===== src/rtl/vec_dot_engine_if.sv =====
// rtl/vec_dot_engine_if.sv - dual-port vector memory read bus for vec_dot_engine
// Ports (signals):
//   addr_a, addr_b : read addresses for vectors A and B (ADDR_W)
//   rd_en          : read strobe; data returns exactly one cycle later
//   data_a, data_b : signed read data (WORD_SIZE)
// Modports: master = engine side, slave = memory side.
interface vec_dot_engine_if #(
    parameter int WORD_SIZE = 24,
    parameter int ADDR_W    = 9
);
    logic [ADDR_W-1:0]    addr_a;
    logic [ADDR_W-1:0]    addr_b;
    logic                 rd_en;
    logic [WORD_SIZE-1:0] data_a;
    logic [WORD_SIZE-1:0] data_b;

    modport master (
        output addr_a, addr_b, rd_en,
        input  data_a, data_b
    );

    modport slave (
        input  addr_a, addr_b, rd_en,
        output data_a, data_b
    );
endinterface


===== src/rtl/vec_dot_engine.sv =====
// rtl/vec_dot_engine.sv - streaming dot-product / sum-of-squares engine
// Ports:
//   clk, rst            : clock, asynchronous active-low reset
//   start, mode         : operation request (IDLE only); 0 = sum(a*b), 1 = sum(a*a)
//   base_a, base_b, len : vector start addresses and element count
//   Sum, busy, Done, ovf: signed result, operation in progress, completion pulse,
//                         sticky overflow
//   mem                 : memory read bus (vec_dot_engine_if.master)
// Macro VDOT_SAT_EN: when defined, Sum saturates on overflow; otherwise it wraps.
module vec_dot_engine #(
    parameter int WORD_SIZE = 24,
    parameter int ADDR_W    = 9,
    parameter int ACC_W     = 2*WORD_SIZE + ADDR_W
) (
    input  logic                    clk,
    input  logic                    rst,
    input  logic                    start,
    input  logic                    mode,
    input  logic [ADDR_W-1:0]       base_a,
    input  logic [ADDR_W-1:0]       base_b,
    input  logic [ADDR_W-1:0]       len,
    output logic signed [ACC_W-1:0] Sum,
    output logic                    busy,
    output logic                    Done,
    output logic                    ovf,
    vec_dot_engine_if.master        mem
);
    localparam int PW = 2*WORD_SIZE;
    // Adder width covers both the accumulator and a full product plus a guard
    // bit, so the exact sum is always available for overflow detection even
    // when ACC_W is narrower than a product.
    localparam int EW = ((ACC_W > PW) ? ACC_W : PW) + 1;

    typedef enum logic [1:0] {IDLE, ISSUE, DRAIN, FIN} state_t;

    state_t            state;
    logic              mode_q;
    logic [ADDR_W-1:0] len_q;
    logic [ADDR_W-1:0] idx;
    logic              dv;      // read data on the bus this cycle is valid

    logic signed [PW-1:0]    ext_a;
    logic signed [PW-1:0]    ext_b;
    logic signed [PW-1:0]    prod;
    logic signed [EW-1:0]    tot;
    logic [EW-ACC_W:0]       hi;
    logic                    acc_ovf;
    logic [ACC_W-1:0]        acc_next;

    always_comb begin
        ext_a = {{WORD_SIZE{mem.data_a[WORD_SIZE-1]}}, mem.data_a};
        ext_b = mode_q ? ext_a : {{WORD_SIZE{mem.data_b[WORD_SIZE-1]}}, mem.data_b};
        prod  = ext_a * ext_b;
        tot   = {{(EW-ACC_W){Sum[ACC_W-1]}}, Sum} + {{(EW-PW){prod[PW-1]}}, prod};
        // The exact sum fits ACC_W only if all bits from the ACC_W sign bit up agree.
        hi      = tot[EW-1:ACC_W-1];
        acc_ovf = ~((&hi) | ~(|hi));
`ifdef VDOT_SAT_EN
        if (acc_ovf)
            acc_next = tot[EW-1] ? {1'b1, {(ACC_W-1){1'b0}}} : {1'b0, {(ACC_W-1){1'b1}}};
        else
            acc_next = tot[ACC_W-1:0];
`else
        acc_next = tot[ACC_W-1:0];
`endif
    end

    always_ff @(posedge clk or negedge rst) begin
        if (!rst) begin
            state      <= IDLE;
            mode_q     <= 1'b0;
            len_q      <= '0;
            idx        <= '0;
            dv         <= 1'b0;
            Sum        <= '0;
            busy       <= 1'b0;
            Done       <= 1'b0;
            ovf        <= 1'b0;
            mem.addr_a <= '0;
            mem.addr_b <= '0;
            mem.rd_en  <= 1'b0;
        end else begin
            Done <= 1'b0;
            dv   <= mem.rd_en;
            if (dv) begin
                Sum <= acc_next;
                if (acc_ovf)
                    ovf <= 1'b1;
            end
            case (state)
                IDLE: begin
                    if (start) begin
                        mode_q     <= mode;
                        len_q      <= len;
                        idx        <= '0;
                        Sum        <= '0;
                        ovf        <= 1'b0;
                        busy       <= 1'b1;
                        mem.addr_a <= base_a;
                        mem.addr_b <= base_b;
                        if (len == '0) begin
                            state <= FIN;
                            Done  <= 1'b1;
                        end else begin
                            state     <= ISSUE;
                            mem.rd_en <= 1'b1;
                        end
                    end
                end
                ISSUE: begin
                    if (idx == len_q - ADDR_W'(1)) begin
                        state     <= DRAIN;
                        mem.rd_en <= 1'b0;
                    end else begin
                        idx        <= idx + 1'b1;
                        mem.addr_a <= mem.addr_a + 1'b1;
                        if (!mode_q)
                            mem.addr_b <= mem.addr_b + 1'b1;
                    end
                end
                DRAIN: begin
                    // Last element's data is on the bus now and is added at this edge.
                    state <= FIN;
                    Done  <= 1'b1;
                end
                FIN: begin
                    state <= IDLE;
                    busy  <= 1'b0;
                end
                default: state <= IDLE;
            endcase
        end
    end
endmodule


===== src/flat_wrapper.sv =====
// flat-port wrapper written by rule: the top's interface ports become plain ports
module vec_dot_engine_flat 
#(
    parameter int WORD_SIZE = 24,
    parameter int ADDR_W    = 9,
    parameter int ACC_W     = 2*WORD_SIZE + ADDR_W
)
  (clk, rst, start, mode, base_a, base_b, len, Sum, busy, Done, ovf, mem_addr_a, mem_addr_b, mem_rd_en, mem_data_a, mem_data_b);
  vec_dot_engine_if #(.WORD_SIZE(WORD_SIZE), .ADDR_W(ADDR_W)) mem_i ();
  input  logic clk;
  input  logic rst;
  input  logic start;
  input  logic mode;
  input  logic [ADDR_W-1:0] base_a;
  input  logic [ADDR_W-1:0] base_b;
  input  logic [ADDR_W-1:0] len;
  output logic signed [ACC_W-1:0] Sum;
  output logic busy;
  output logic Done;
  output logic ovf;
  output wire logic [$bits(mem_i.addr_a)-1:0] mem_addr_a;
  output wire logic [$bits(mem_i.addr_b)-1:0] mem_addr_b;
  output wire logic [$bits(mem_i.rd_en)-1:0] mem_rd_en;
  input wire logic [$bits(mem_i.data_a)-1:0] mem_data_a;
  input wire logic [$bits(mem_i.data_b)-1:0] mem_data_b;
  assign mem_addr_a = mem_i.addr_a;
  assign mem_addr_b = mem_i.addr_b;
  assign mem_rd_en = mem_i.rd_en;
  assign mem_i.data_a = mem_data_a;
  assign mem_i.data_b = mem_data_b;
  vec_dot_engine #(.WORD_SIZE(WORD_SIZE), .ADDR_W(ADDR_W), .ACC_W(ACC_W)) u_core (.clk(clk), .rst(rst), .start(start), .mode(mode), .base_a(base_a), .base_b(base_b), .len(len), .Sum(Sum), .busy(busy), .Done(Done), .ovf(ovf), .mem(mem_i));
endmodule

===== config.mk =====
export PLATFORM = sky130hd
export DESIGN_NAME = vec_dot_engine_flat
export DESIGN_NICKNAME = d
export VERILOG_FILES = /design/src/rtl/vec_dot_engine_if.sv /design/src/rtl/vec_dot_engine.sv /design/src/flat_wrapper.sv
export SDC_FILE = /design/constraint.sdc
export NUM_CORES = 2
export LEC_CHECK = 0
export CAP_MARGIN = 20
export CORE_MARGIN = 1.5
export CORE_UTILIZATION = 31
export CTS_CLUSTER_SIZE = 30
export DETAILED_ROUTE_END_ITERATION = 10
export GPL_TIMING_DRIVEN = 0
export PLACE_DENSITY = 0.43
export REMOVE_ABC_BUFFERS = 1
export SYNTH_ARGS = -nofsm -noshare
export SYNTH_HDL_FRONTEND = slang
export SYNTH_SLANG_ARGS = --single-unit

===== constraint.sdc =====
create_clock -name clk -period 30.8 [get_ports clk]
set_input_delay 9.24 -clock clk [delete_from_list [all_inputs] [get_ports clk]]
set_output_delay 9.24 -clock clk [all_outputs]
set_load 0.05 [all_outputs]

# [After elaboration in Yosys (flattened, before gate mapping)]
# Index checks and enable logic that the tools add are counted.
[word_totals] regBits=101 inputBits=79 output_inout_bits=79 word_cells=72
[classes] n_addsub=5 mul=1 eq_ne=9 n_mux=31 bitwise=2 reduce_logical=12
[ops] cell="$mux 57" count=3
[ops] cell="$mux 9" count=7
[ops] cell="$add 57x48->58" count=1
[ops] cell="$pmux 9 s2" count=3
[ops] cell="$mul 24x48->48" count=1
[ops] cell="$mux 48" count=1
[ops] cell="$add 9x1->9 const B" count=3
[ops] cell="$mux 1" count=10
[ops] cell="$eq 9x9->1" count=1
[ops] cell="$logic_not 9->1" count=1
[ops] cell="$sub 9x1->9 const B" count=1
[ops] cell="$ne 2x2->1 const B" count=4
[ops] cell="$pmux 2 s4" count=1
[ops] cell="$reduce_and 2->1" count=4
[ops] cell="$reduce_and 4->1" count=2
[ops] cell="$mux 2" count=3
[ops] cell="$pmux 1 s2" count=3
[ops] cell="$eq 2x2->1 const B" count=2
[ops] cell="$reduce_bool 2->1" count=2
[ops] cell="$reduce_and 3->1" count=1
[ops] cell="$eq 2x1->1 const B" count=1
[ops] cell="$logic_not 2->1" count=1
[ops] cell="$ne 2x1->1 const B" count=1
[ops] cell="$reduce_or 2->1" count=1
[ops] cell="other kinds (2)" count=2

# [Logic depth before layout (Yosys ltp)]
[depth] ltp_word=10 depth_mapped=42 mapped_depth_nobuf=38

# [Least setup slack after synthesis]
# Ideal clock, no wire load.
[synth_path] path_type="input to register" start="input mem_data_a[23]" end="register u_core.ovf" setup_ns=0.082 arrival_time_ns=18.204 t_required_ns=30.718 slack_ns=12.514 cell_stages=37 n_path_buf=2 path_cell_list="mux2_2 -> clkbuf_1 -> nand2_1 -> inv_1 -> fa_1 -> fa_1 -> inv_1 -> fa_1 -> fa_1 -> inv_1 -> fa_1 -> fa_1 -> inv_1 -> fa_1 -> inv_1 -> ha_1 -> clkbuf_2 -> nand4_1 -> nor3_2 -> nand3_1 -> o2111a_1 -> nor4b_1 -> o31a_1 -> o21ai_0 -> nand2_1 -> a21oi_1 -> xnor2_1 -> ha_1 -> a21oi_1 -> nor2b_1 -> o21ai_0 -> a21oi_1 -> o311a_1 -> a2111oi_0 -> o31a_1 -> nand3_1 -> a31oi_1"
[synth_between] elab_chain_len=10 elab_cells_between_ends=11 cone_classes="add/sub: 1; mul: 1; mux: 5; bitwise: 2; reduce/logical: 2"
[synth_lines] item="start: declaration" line="flat_wrapper.sv:24" text="input wire logic [$bits(mem_i.data_a)-1:0] mem_data_a;"
[synth_lines] item="$mux 48" line="vec_dot_engine.sv:52" text="ext_b = mode_q ? ext_a : {{WORD_SIZE{mem.data_b[WORD_SIZE-1]}}, mem.data_b};"
[synth_lines] item="$mul 24x48->48 (*)" line="vec_dot_engine.sv:53" text="prod = ext_a * ext_b;"
[synth_lines] item="$add 57x48->58 (*)" line="vec_dot_engine.sv:54" text="tot = {{(EW-ACC_W){Sum[ACC_W-1]}}, Sum} + {{(EW-PW){prod[PW-1]}}, prod};"
[synth_lines] item="$reduce_or 2->1" line="vec_dot_engine.sv:57" text="acc_ovf = ~((&hi) | ~(|hi));"
[synth_lines] item="$not 1->1" line="vec_dot_engine.sv:57"
[synth_lines] item="$or 1x1->1 (*)" line="vec_dot_engine.sv:57"
[synth_lines] item="$mux 1 (*)" line="vec_dot_engine.sv:87" text="if (acc_ovf)"
[synth_lines] item="$mux 1 (*)" line="vec_dot_engine.sv:85" text="if (dv) begin"
[synth_lines] item="$mux 1" line="vec_dot_engine.sv:92" text="if (start) begin"
[synth_lines] item="$mux 1 (*)" line="vec_dot_engine.sv:90" text="case (state)"
[synth_lines] item="end signal: assignment" line="vec_dot_engine.sv:78" text="ovf <= 1'b0;"
[synth_lines] item="end signal: assignment" line="vec_dot_engine.sv:88" text="ovf <= 1'b1;"
[synth_lines] item="end signal: assignment" line="vec_dot_engine.sv:97" text="ovf <= 1'b0;"
[synth_lines] item="end: declaration" line="vec_dot_engine.sv:25" text="output logic ovf,"
# Every way passes the cells marked *; elsewhere a longest branch is shown, timed or not.
# A chain may end at the register's enable or synchronous reset.

# [Final worst setup path]
[layout_path] start="input mem_data_a[6]" end="register u_core.ovf"
# The elaborated chain is that of the path after synthesis.

==> summary.md <==
| Metric | Value |
|---|---|
| Chip height | 313 um |
| CTS tree | done |
| Async SR Flop Fraction | 1.00 |
| Leading area contributor after synthesis | fa_1 |
| Status | finished, final reports clean |
| Ant. Diodes | 0 |
| Final Net Count | 4234 |
| DIE AREA | 97800 um2 |
| Endpoints failing setup | 0 |
| Largest net degree at the start of global routing | 72 |
| HPWL after DPL | 69.9 mm |
| Hold path depth | 0 |
| Synth Area in XOR/XNOR | 0.0330 |
| Top FF cell, synth | dfrtp_1 |
| CTS sink cnt | 101 |
| Setup WS pre-CTS | 9.70 ns |
| Routed Antenna Nets | 0 |
| Top cells by area, synth | fa_1 41%, dfrtp_1 8.5%, ha_1 8.5%, inv_1 7.9%, and2_1 5.9% |
| CP Class | input pin to flip-flop |
| Port Buffer Count | 157 |
| GP Congestion | 0.818 |
| Initial Utilization | 0.313 |
| Post-CTS Repair Setup Buffers | 0 |
| Crit end category | flip-flop |
| Worst-Margin Slew | 1.10 ns |
| Vias in the first global route | 23.7k |
| Reg2Reg Depth | 36 |
| Core area | 95000 um2 |
| # rows | 113 |
| Worst rel slew slack | 0.263 |
| Minimum clock period | 20.45 ns |
| Count leader, synth | inv_1 |
| Final Max Tran Viols | 0 |
| Synthesis-stage register bit count | 101 |
| Average wire per standard cell | 18.1 um |
| Via density | 4.72 |
| Type of origin of the critical path | input pin |
| Final Skew | 0.0101 ns |
| Syn-to-layout area delta | 11.4% |
| Slowest CP cell | clkdlybuf4s50_1 |
| Most common library cells after synthesis | 626 x inv_1, 608 x fa_1, 381 x nand2_1 |
| Total Routing Usage GR | 0.178 |
| CTS Buf Count | 9 |
| Layout Utilization | 0.348 |
| Fmax achieved | 48.9 MHz |
| Detailed Route WL | 83.7 mm |
| Hold-fix buffers, CTS | 0 |
| Sequential-to-total area share from yosys stat | 0.0850 |
| Unique masters post-synth | 89 |
| Largest family of logic cells by synthesized area | adder cells |
| GR Util met1 | 0.263 |
| Grt total ovfl | 0 |
| Reg2reg setup slack | 19.27 ns |
| Post-synth EDFFs | 0 |
| Setup slack after layout | 10.35 ns |
| Post-synthesis mux area share | 0.0237 |
| Num ports | 158 |
| First-pass GRT wire length | 137 mm |
| Die Width | 313 um |
| Global Route met2 Usage | 0.294 |
| Share of post-route cells with drive strength above 1 | 0.0310 |
| DR DRC count | 0 |
| Syn Area/Cell | 8.98 um2 |
| CTS H-tree depth | 3 |
| # fillers | 10.0k |
| Final Cycle Share | 0.664 |
| Post-CTS Resized | 0 |
| Clock root cell | clkbuf_16 |
| Synth top area share | 0.409 |
| Maxcap violations | 0 |
| Final Hold Fails | 0 |
| Setup TNS Final | 0 ns |
| Met3 Track Usage GR | 0.0151 |
| Ys Warns | 0 |
| Routed vias | 21.8k |
| Post-Syn Instances | 3310 |
| Synth Area in Simple Gates | 0.165 |
| Initial antenna violation count | 0 |
| Reg clk slew, reported paths | 0.08 ns |
| WP data required | 31.09 ns |
| CP peak stage delay | 1.19 ns |
| Drt first pass iters | 7 |
| Synth Area in Compound Gates | 0.100 |
| Grt peak-use layer | met2 |
| CTS max path bufs | 2 |
| Starting DRT DRC Count | 928 |
| Critical path arrival | 20.74 ns |
| Cell Area, Synth | 29700 um2 |
| Clock Latency Late Sink | 0.37 ns |
| Worst-path fanout max | 25 |
| Crit-path most repeated cell | fa_1 |
| RSZ-0062 raised after global routing | false |
| Hold Path Class | flip-flop to flip-flop |
| Adder-cell share of the synthesized area | 0.494 |
==> worst max-delay path, delay by kind of cell <==
kind | cells | cell delay (ns)
adder cells (fa/ha/maj) | 9 | 4.22
AO/OA/AOI/OAI | 11 | 2.85
buffers and inverters | 7 | 1.74
AND/OR/NAND/NOR | 8 | 1.46
multiplexers | 1 | 0.78
XOR/XNOR | 1 | 0.39
==> cell type report <==
type / count / area (um2) / share of cell area
Tap cell: 1265 / 1580 / 0.0478
Sequential cell: 101 / 2530 / 0.0766
Timing Repair Buffer: 178 / 2090 / 0.0631
Inverter: 627 / 2350 / 0.0711
Clock buffer: 10 / 229 / 0.00692
Multi-Input combinational cell: 2429 / 24200 / 0.732
Clock inverter: 6 / 71.3 / 0.00215
==> metal layers <==
metal	vias to the layer above	wire length (um)
li1	10400	-
met2	270	39400
met3	25	2090
met1	11100	41700
met4	0	488
met5	-	0
==> per-stage QoR <==
step	cell area, um2	cells	hold slack, ns
floorplan	29100	3157	0.465
global placement	32300	4579	0.450
detailed placement	32600	4592	0.432
CTS	32900	4608	0.453
global route	33100	4616	0.466
finish	33100	4616	0.453
==> path summary, 6_finish.rpt <==
| check | start | end |
|---|---|---|
| setup reg to reg | u_core.mode_q | u_core.ovf |
| hold reg to reg | u_core.mem.rd_en | u_core.dv |
| setup / recovery | mem_data_a[6] | u_core.ovf |
| hold / removal | u_core.mem.rd_en | u_core.dv |
| min in group asynchronous | rst | u_core.mem.addr_a[0] |
| max in group asynchronous | rst | u_core.dv |
==> state kept, by name, indices dropped and copies added, names as in the netlist <==
| signal | flops |
|---|---|
| u_core.Sum | 57 |
| u_core.mode_q | 1 |
| u_core.mem.addr_b | 9 |
| u_core.mem.addr_a | 9 |
| u_core.state | 2 |
| u_core.len_q | 9 |
| u_core.Done | 1 |
| u_core.ovf | 1 |
| u_core.dv | 1 |
| u_core.idx | 9 |
| u_core.mem.rd_en | 1 |
| u_core.busy | 1 |
==> cells by family (layout without fill, tap and decap cells) <==
family / after synthesis / after routing
adder cells (fa/ha/maj): 809 / 809
XOR/XNOR: 112 / 112
AO/OA/AOI/OAI: 458 / 458
flip-flops: 101 / 101
multiplexers: 67 / 67
AND/OR/NAND/NOR: 983 / 983
buffers and inverters: 780 / 821
==> cell usage in the layout (no fill, tap or decap), types with 4 or more instances in the layout <==
master and instances:
o21a_1 30, o21ai_0 107, nor3b_1 6, nand3b_1 11, clkdlybuf4s50_1 156, o21bai_1 13, o211ai_1 11, a21oi_1 121
xnor2_1 77, ha_1 201, mux2_2 25, nor2b_1 14, a211o_1 7, o21ai_1 11, a41oi_1 6, buf_16 15
and3_1 22, and2_1 279, nor2_1 132, nand3_1 36, or2_2 8, nor3_1 24, xor2_1 35, a31oi_1 16
nand3_2 5, and4_1 4, nand2_1 381, o22ai_1 11, mux2i_1 41, a21o_1 54, nand4_1 20, nand2b_1 14
inv_1 626, dfrtp_1 99, clkbuf_16 11, fa_1 608, or3_1 8, a211oi_1 20
Power is not shown: default switching activity piles up to over one toggle a cycle in this logic, so the estimate is an artifact.
